===== src/rtl/uart_rx_fifo.sv =====
// Receive-side FWFT byte FIFO behind the UART receiver: captures bytes on rx_done,
// flags overflow, and counts receiver error edges with saturation.
module uart_rx_fifo #(
    parameter int unsigned DEPTH_LOG2 = 4
) (
    input  logic                  clk,
    input  logic                  rst,
    input  logic [7:0]            rx_data,
    input  logic                  rx_done,
    input  logic                  rx_err,
    output logic [7:0]            out_data,
    output logic                  out_valid,
    input  logic                  out_ready,
    output logic [DEPTH_LOG2:0]   count,
    output logic                  full,
    output logic                  overflow,
    output logic [7:0]            err_count,
    input  logic                  clear_flags
);

    localparam int unsigned AW    = DEPTH_LOG2;
    localparam int unsigned CW    = DEPTH_LOG2 + 1;
    localparam int unsigned DEPTH = 1 << DEPTH_LOG2;

    logic [7:0]    mem_q [DEPTH];
    logic [AW-1:0] wp_q, wp_d;
    logic [AW-1:0] rp_q, rp_d;
    logic [CW-1:0] count_q, count_d;
    logic          valid_q, valid_d;
    logic          full_q, full_d;
    logic          overflow_q, overflow_d;
    logic [7:0]    err_count_q, err_count_d;
    logic          rx_err_dly_q, rx_err_dly_d;

    logic push, pop, push_ok, drop, err_edge;

    // Pointer, occupancy and flag next-state
    always_comb begin
        push         = rx_done;
        pop          = valid_q & out_ready;
        // a full FIFO still accepts a byte when the head leaves in the same cycle
        push_ok      = push & (~full_q | pop);
        drop         = push & full_q & ~pop;
        err_edge     = rx_err & ~rx_err_dly_q;

        wp_d         = wp_q;
        rp_d         = rp_q;
        count_d      = count_q;
        overflow_d   = overflow_q;
        err_count_d  = err_count_q;
        rx_err_dly_d = rx_err;

        if (push_ok) begin
            wp_d = wp_q + AW'(1);
        end
        if (pop) begin
            rp_d = rp_q + AW'(1);
        end
        if (push_ok && !pop) begin
            count_d = count_q + CW'(1);
        end else if (pop && !push_ok) begin
            count_d = count_q - CW'(1);
        end

        valid_d = (count_d != CW'(0));
        full_d  = (count_d == CW'(DEPTH));

        // clear first so a same-cycle event still registers
        if (clear_flags) begin
            overflow_d  = 1'b0;
            err_count_d = 8'h00;
        end
        if (drop) begin
            overflow_d = 1'b1;
        end
        if (err_edge) begin
            if (clear_flags) begin
                err_count_d = 8'h01;
            end else if (err_count_q != 8'hFF) begin
                err_count_d = err_count_q + 8'h01;
            end
        end
    end

    always_ff @(posedge clk or posedge rst) begin
        if (rst) begin
            wp_q         <= '0;
            rp_q         <= '0;
            count_q      <= '0;
            valid_q      <= 1'b0;
            full_q       <= 1'b0;
            overflow_q   <= 1'b0;
            err_count_q  <= 8'h00;
            rx_err_dly_q <= 1'b0;
        end else begin
            wp_q         <= wp_d;
            rp_q         <= rp_d;
            count_q      <= count_d;
            valid_q      <= valid_d;
            full_q       <= full_d;
            overflow_q   <= overflow_d;
            err_count_q  <= err_count_d;
            rx_err_dly_q <= rx_err_dly_d;
        end
    end

    // Storage array carries no reset; contents are qualified by count
    always_ff @(posedge clk) begin
        if (push_ok) begin
            mem_q[wp_q] <= rx_data;
        end
    end

    assign out_data  = valid_q ? mem_q[rp_q] : 8'h00;
    assign out_valid = valid_q;
    assign count     = count_q;
    assign full      = full_q;
    assign overflow  = overflow_q;
    assign err_count = err_count_q;

endmodule


===== config.mk =====
export PLATFORM = sky130hd
export DESIGN_NAME = uart_rx_fifo
export DESIGN_NICKNAME = d
export VERILOG_FILES = /design/src/rtl/uart_rx_fifo.sv
export SDC_FILE = /design/constraint.sdc
export NUM_CORES = 1
export LEC_CHECK = 0
export CAP_MARGIN = 20
export CORE_MARGIN = 1
export CORE_UTILIZATION = 59
export CTS_CLUSTER_DIAMETER = 50
export DETAILED_ROUTE_END_ITERATION = 8
export GPL_TIMING_DRIVEN = 0
export PLACE_DENSITY = 0.86
export SLEW_MARGIN = 5
export SYNTH_ARGS = -nofsm -noshare
export SYNTH_HDL_FRONTEND = slang
export SYNTH_SLANG_ARGS = --single-unit

===== constraint.sdc =====
create_clock -name clk -period 2.48 [get_ports clk]
set_input_delay 0.372 -clock clk [delete_from_list [all_inputs] [get_ports clk]]
set_output_delay 0.372 -clock clk [all_outputs]
set_load 0.03 [all_outputs]

==> summary.md <==
| Metric | Value |
|---|---|
| Area grow syn2layout | 21.53% |
| Met1 Usage GRT | 0.3327 |
| DP Worst Slack | -0.5716 ns |
| Port buffer count | 35 |
| RSZ-0062 raised after global routing | yes |
| Failing checks | setup timing |
| CP endpoint kind | output pin |
| Iter 0 DRT Violations | roughly 300 |
| Crit start category | register |
| GR met2 Demand/Resource | 0.4636 |
| CTS tree | built |
| CP required | 2.11 ns |
| FMAX | 360.5 MHz |
| Clock buffer depth | 2 |
| Yosys warns | 0 |
| Synthesized net count | approximately 370 |
| CP peak stage delay | 0.57 ns |
| H-tree Lvls | 4 |
| First-pass GRT wire length | 20.58 mm |
| Vias in the first global route | between 3k and 4k |
| WL/cell | roughly 26 microns |
| Die Wd | 104.9 microns |
| Met3 usage | 0.07112 |
| Worst-case clock skew | 0.01117 ns |
| Commonest cells after routing, fill and taps aside | edfxtp_1 (128), mux4_2 (32), clkdlybuf4s50_1 (27) |
| GPL Wtd Cong | 0.8380 |
| Fillers | about 590 |
| CTS root buffer | clkbuf_8 |
| Bufs and invs on worst path | 3 |
| Slowest CP cell | mux4_2 |
| Ys async rst share | 0.1634 |
| Core Rows | 37 |
| Pin count of the biggest net entering global routing | 26 |
| Unique masters post-synth | 42 |
| Hold-fix buffers at CTS | 0 |
| Diode count | 0 |
| Vias | 3458 |
| Leakage Power | approximately 2.6 nW |
| Cells after Synth | 343 |
| FF+latch count, synth | between 150 and 200 |
| CTS Buf Count | 17 |
| Synth Cell Area | about 6200 sq um |
| Crit path kind | reg -> out |
| Crit path max fanout | 8 |
| Synth area leaders | edfxtp_1 (62%), mux4_2 (12%), dfrtp_1 (10%) |
| Gr ovfl total | 0 |
| Sequential share of the synthesized area | 0.7161 |
| Initial antenna violation count | 0 |
| Max cap viols | 0 |
| Final Setup Violations | 8 |
| Syn Area/Cell | 18.20 sq um |
| Clk sinks | roughly 150 |
| Status | finished, violations left |
| Fin crit share | 1.119 |
| Die Y | ~100 microns |
| Leading area contributor after synthesis | edfxtp_1 |
| Hold Vio Cnt, Final | 0 |
| Top_reg_cell synth | edfxtp_1 |
| Initial Utilization | 0.6073 |
| Post-synth top area share | 0.6159 |
| Number of synthesized flops with an enable pin | 128 |
| Tightest Pin Transition | 0.9349 ns |
| Worst hold path type | in -> reg |
| Share of cells above drive strength 1 | 0.2554 |
| PwrDens | ~1200 nW/um^2 |
| Detail Route Antenna Nets | 0 |
| Boundary pin count | 38 |
| Overall Global Routing Usage | 0.2699 |
| Min Tclk post-route | between 2 and 3 ns |
| PnR worst setup slack | -0.2943 ns |
| Vias per cell | approximately 6.3 |
| Worst hold slack | 0.2418 ns |
| Clk Latency, worst-skew pair | approximately 0.53 ns |
| Commonest non-fill, non-tap cell in the layout | edfxtp_1 |
| DRC violations left | 0 |
| CP dominant cell by count | buf_12 |
| Gr busiest metal | met2 |
| Max-slew headroom | 0.3760 |
| Final wirelength | about 14 mm |
| Drt pass-1 iters | 5 |
| Core footprint | 10280 sq um |
| Worst-path clk slew | about 0.060 ns |
| Pins Over Slew Limit | 0 |
| Nets | 425 |
| Largest delay contributor family on the critical path | multiplexers |
| VDD IR max | between 0.7 and 0.8 mV |
| Post-DP HPWL | between 7 and 8 mm |
| Critical Path AT | between 2 and 2.5 ns |
| Die Footprint | about 11000 sq um |
| Worst-path cell chain | buf_12 > buf_12 > mux4_2 > mux2i_2 > o22ai_2 > buf_6 |
-- worst reg2reg max path: stages, from the launching register on --
cell      delay [ns]
dfrtp_1         0.52
nand2_2         0.22
a21boi_2        0.33
clkbuf_1        0.34
and3_1          0.55
-- cells in the mapped netlist, types with 2 or more instances --
cell,instances
a21oi_1,6
a21oi_2,2
a311oi_1,2
and2_1,3
and3_1,9
and4_1,4
buf_1,3
buf_2,5
clkbuf_1,9
dfrtp_1,25
edfxtp_1,128
ha_1,8
inv_1,8
mux2i_1,18
mux4_2,32
nand2_1,10
nand2b_1,3
nand3_1,6
nand4_1,2
nor2_1,11
nor2b_1,2
nor3_1,6
o21ai_0,4
o22ai_1,10
xnor2_1,9
xor2_1,2
-- flip-flops by register name, indices dropped and copies added (netlist names) --
| name | flops |
|---|---|
| count | 5 |
| mem_q | 128 |
| overflow | 1 |
| wp_q | 4 |
| full | 1 |
| err_count | 8 |
| out_valid | 1 |
| rx_err_dly_q | 1 |
| rp_q | 4 |
-- report_power, final --
| part | switching [mW] | total, mW | internal [mW] | leakage [nW] |
|---|---|---|---|---|
| combinational | 1.85 | 3.48 | 1.63 | 0.905 |
| clock | 0.965 | 2.57 | 1.61 | 0.279 |
| sequential | 0.257 | 3.39 | 3.13 | 1.46 |
| total | 3.07 | 9.44 | 6.37 | 2.65 |
-- cells by family (layout without fill, tap and decap cells) --
group,Yosys count,in the layout,synth area share
simple gates,65,65,0.05874
fa+ha+maj,8,8,0.01604
xor+xnor,11,11,0.01544
mux,52,52,0.1486
flops,153,153,0.7161
compound gates,29,29,0.02907
buf+inv,25,97,0.01604
-- repair_timing --
item	4_1_cts	5_1_grt
endpoints found under the setup margin	21	77
resized for setup	78	12
cloned	0	3
pin swaps	0	4
setup buffers	4	0
-- per-layer routing --
metal / wire length, microns / part of all wire
met1: 5763 / 0.40
met2: 7360 / 0.51
met3: 967 / 0.068
met4: 214 / 0.015
met5: 0 / 0
-- final timing paths --
path | from | endpoint | slack (ns) | cells past startpoint
worst max-delay path | rp_q[0] | out_data[3] | -0.29 | 6
worst min-delay path | clear_flags | err_count[1] | 0.24 | 2
worst max register to register | out_valid | mem_q[10][0] | 0.16 | 4
worst min register to register | rp_q[2] | rp_q[2] | 0.54 | 1
max in group asynchronous | rst | rp_q[3] | 1.49 | 2
min in group asynchronous | rst | rx_err_dly_q | 0.35 | 2
-- final cells by class --
cell class,instances,area (sq um),share of cell area
Multi-Input combinational cell,165,1758,0.2318
Sequential cell,153,4472,0.5896
Tap cell,136,170.2,0.02243
Clock buffer,19,421.7,0.05559
Buffer,15,128.9,0.01699
Timing Repair Buffer,43,447.9,0.05906
Clock inverter,12,156.4,0.02062
Inverter,8,30.03,0.003959
-- metrics by stage --
| step | total power [mW] | setup TNS (ns) | instance area (sq um) | util | instances |
|---|---|---|---|---|---|
| 2_1_floorplan | 5.323 | 0 | 6241 | - | 343 |
| 3_3_place_gp | 6.157 | -34.85 | 6761 | 0.6579 | 514 |
| 3_5_place_dp | 6.292 | -35.98 | 6771 | 0.6589 | 515 |
| 4_1_cts | 9.120 | -1.466 | 7456 | 0.7255 | 548 |
| 5_1_grt | 9.770 | -2.131 | 7585 | 0.7380 | 551 |
| 6_report | 9.438 | -1.702 | 7585 | 0.7380 | 551 |
Note: power is estimated with default switching activity, not from simulation.
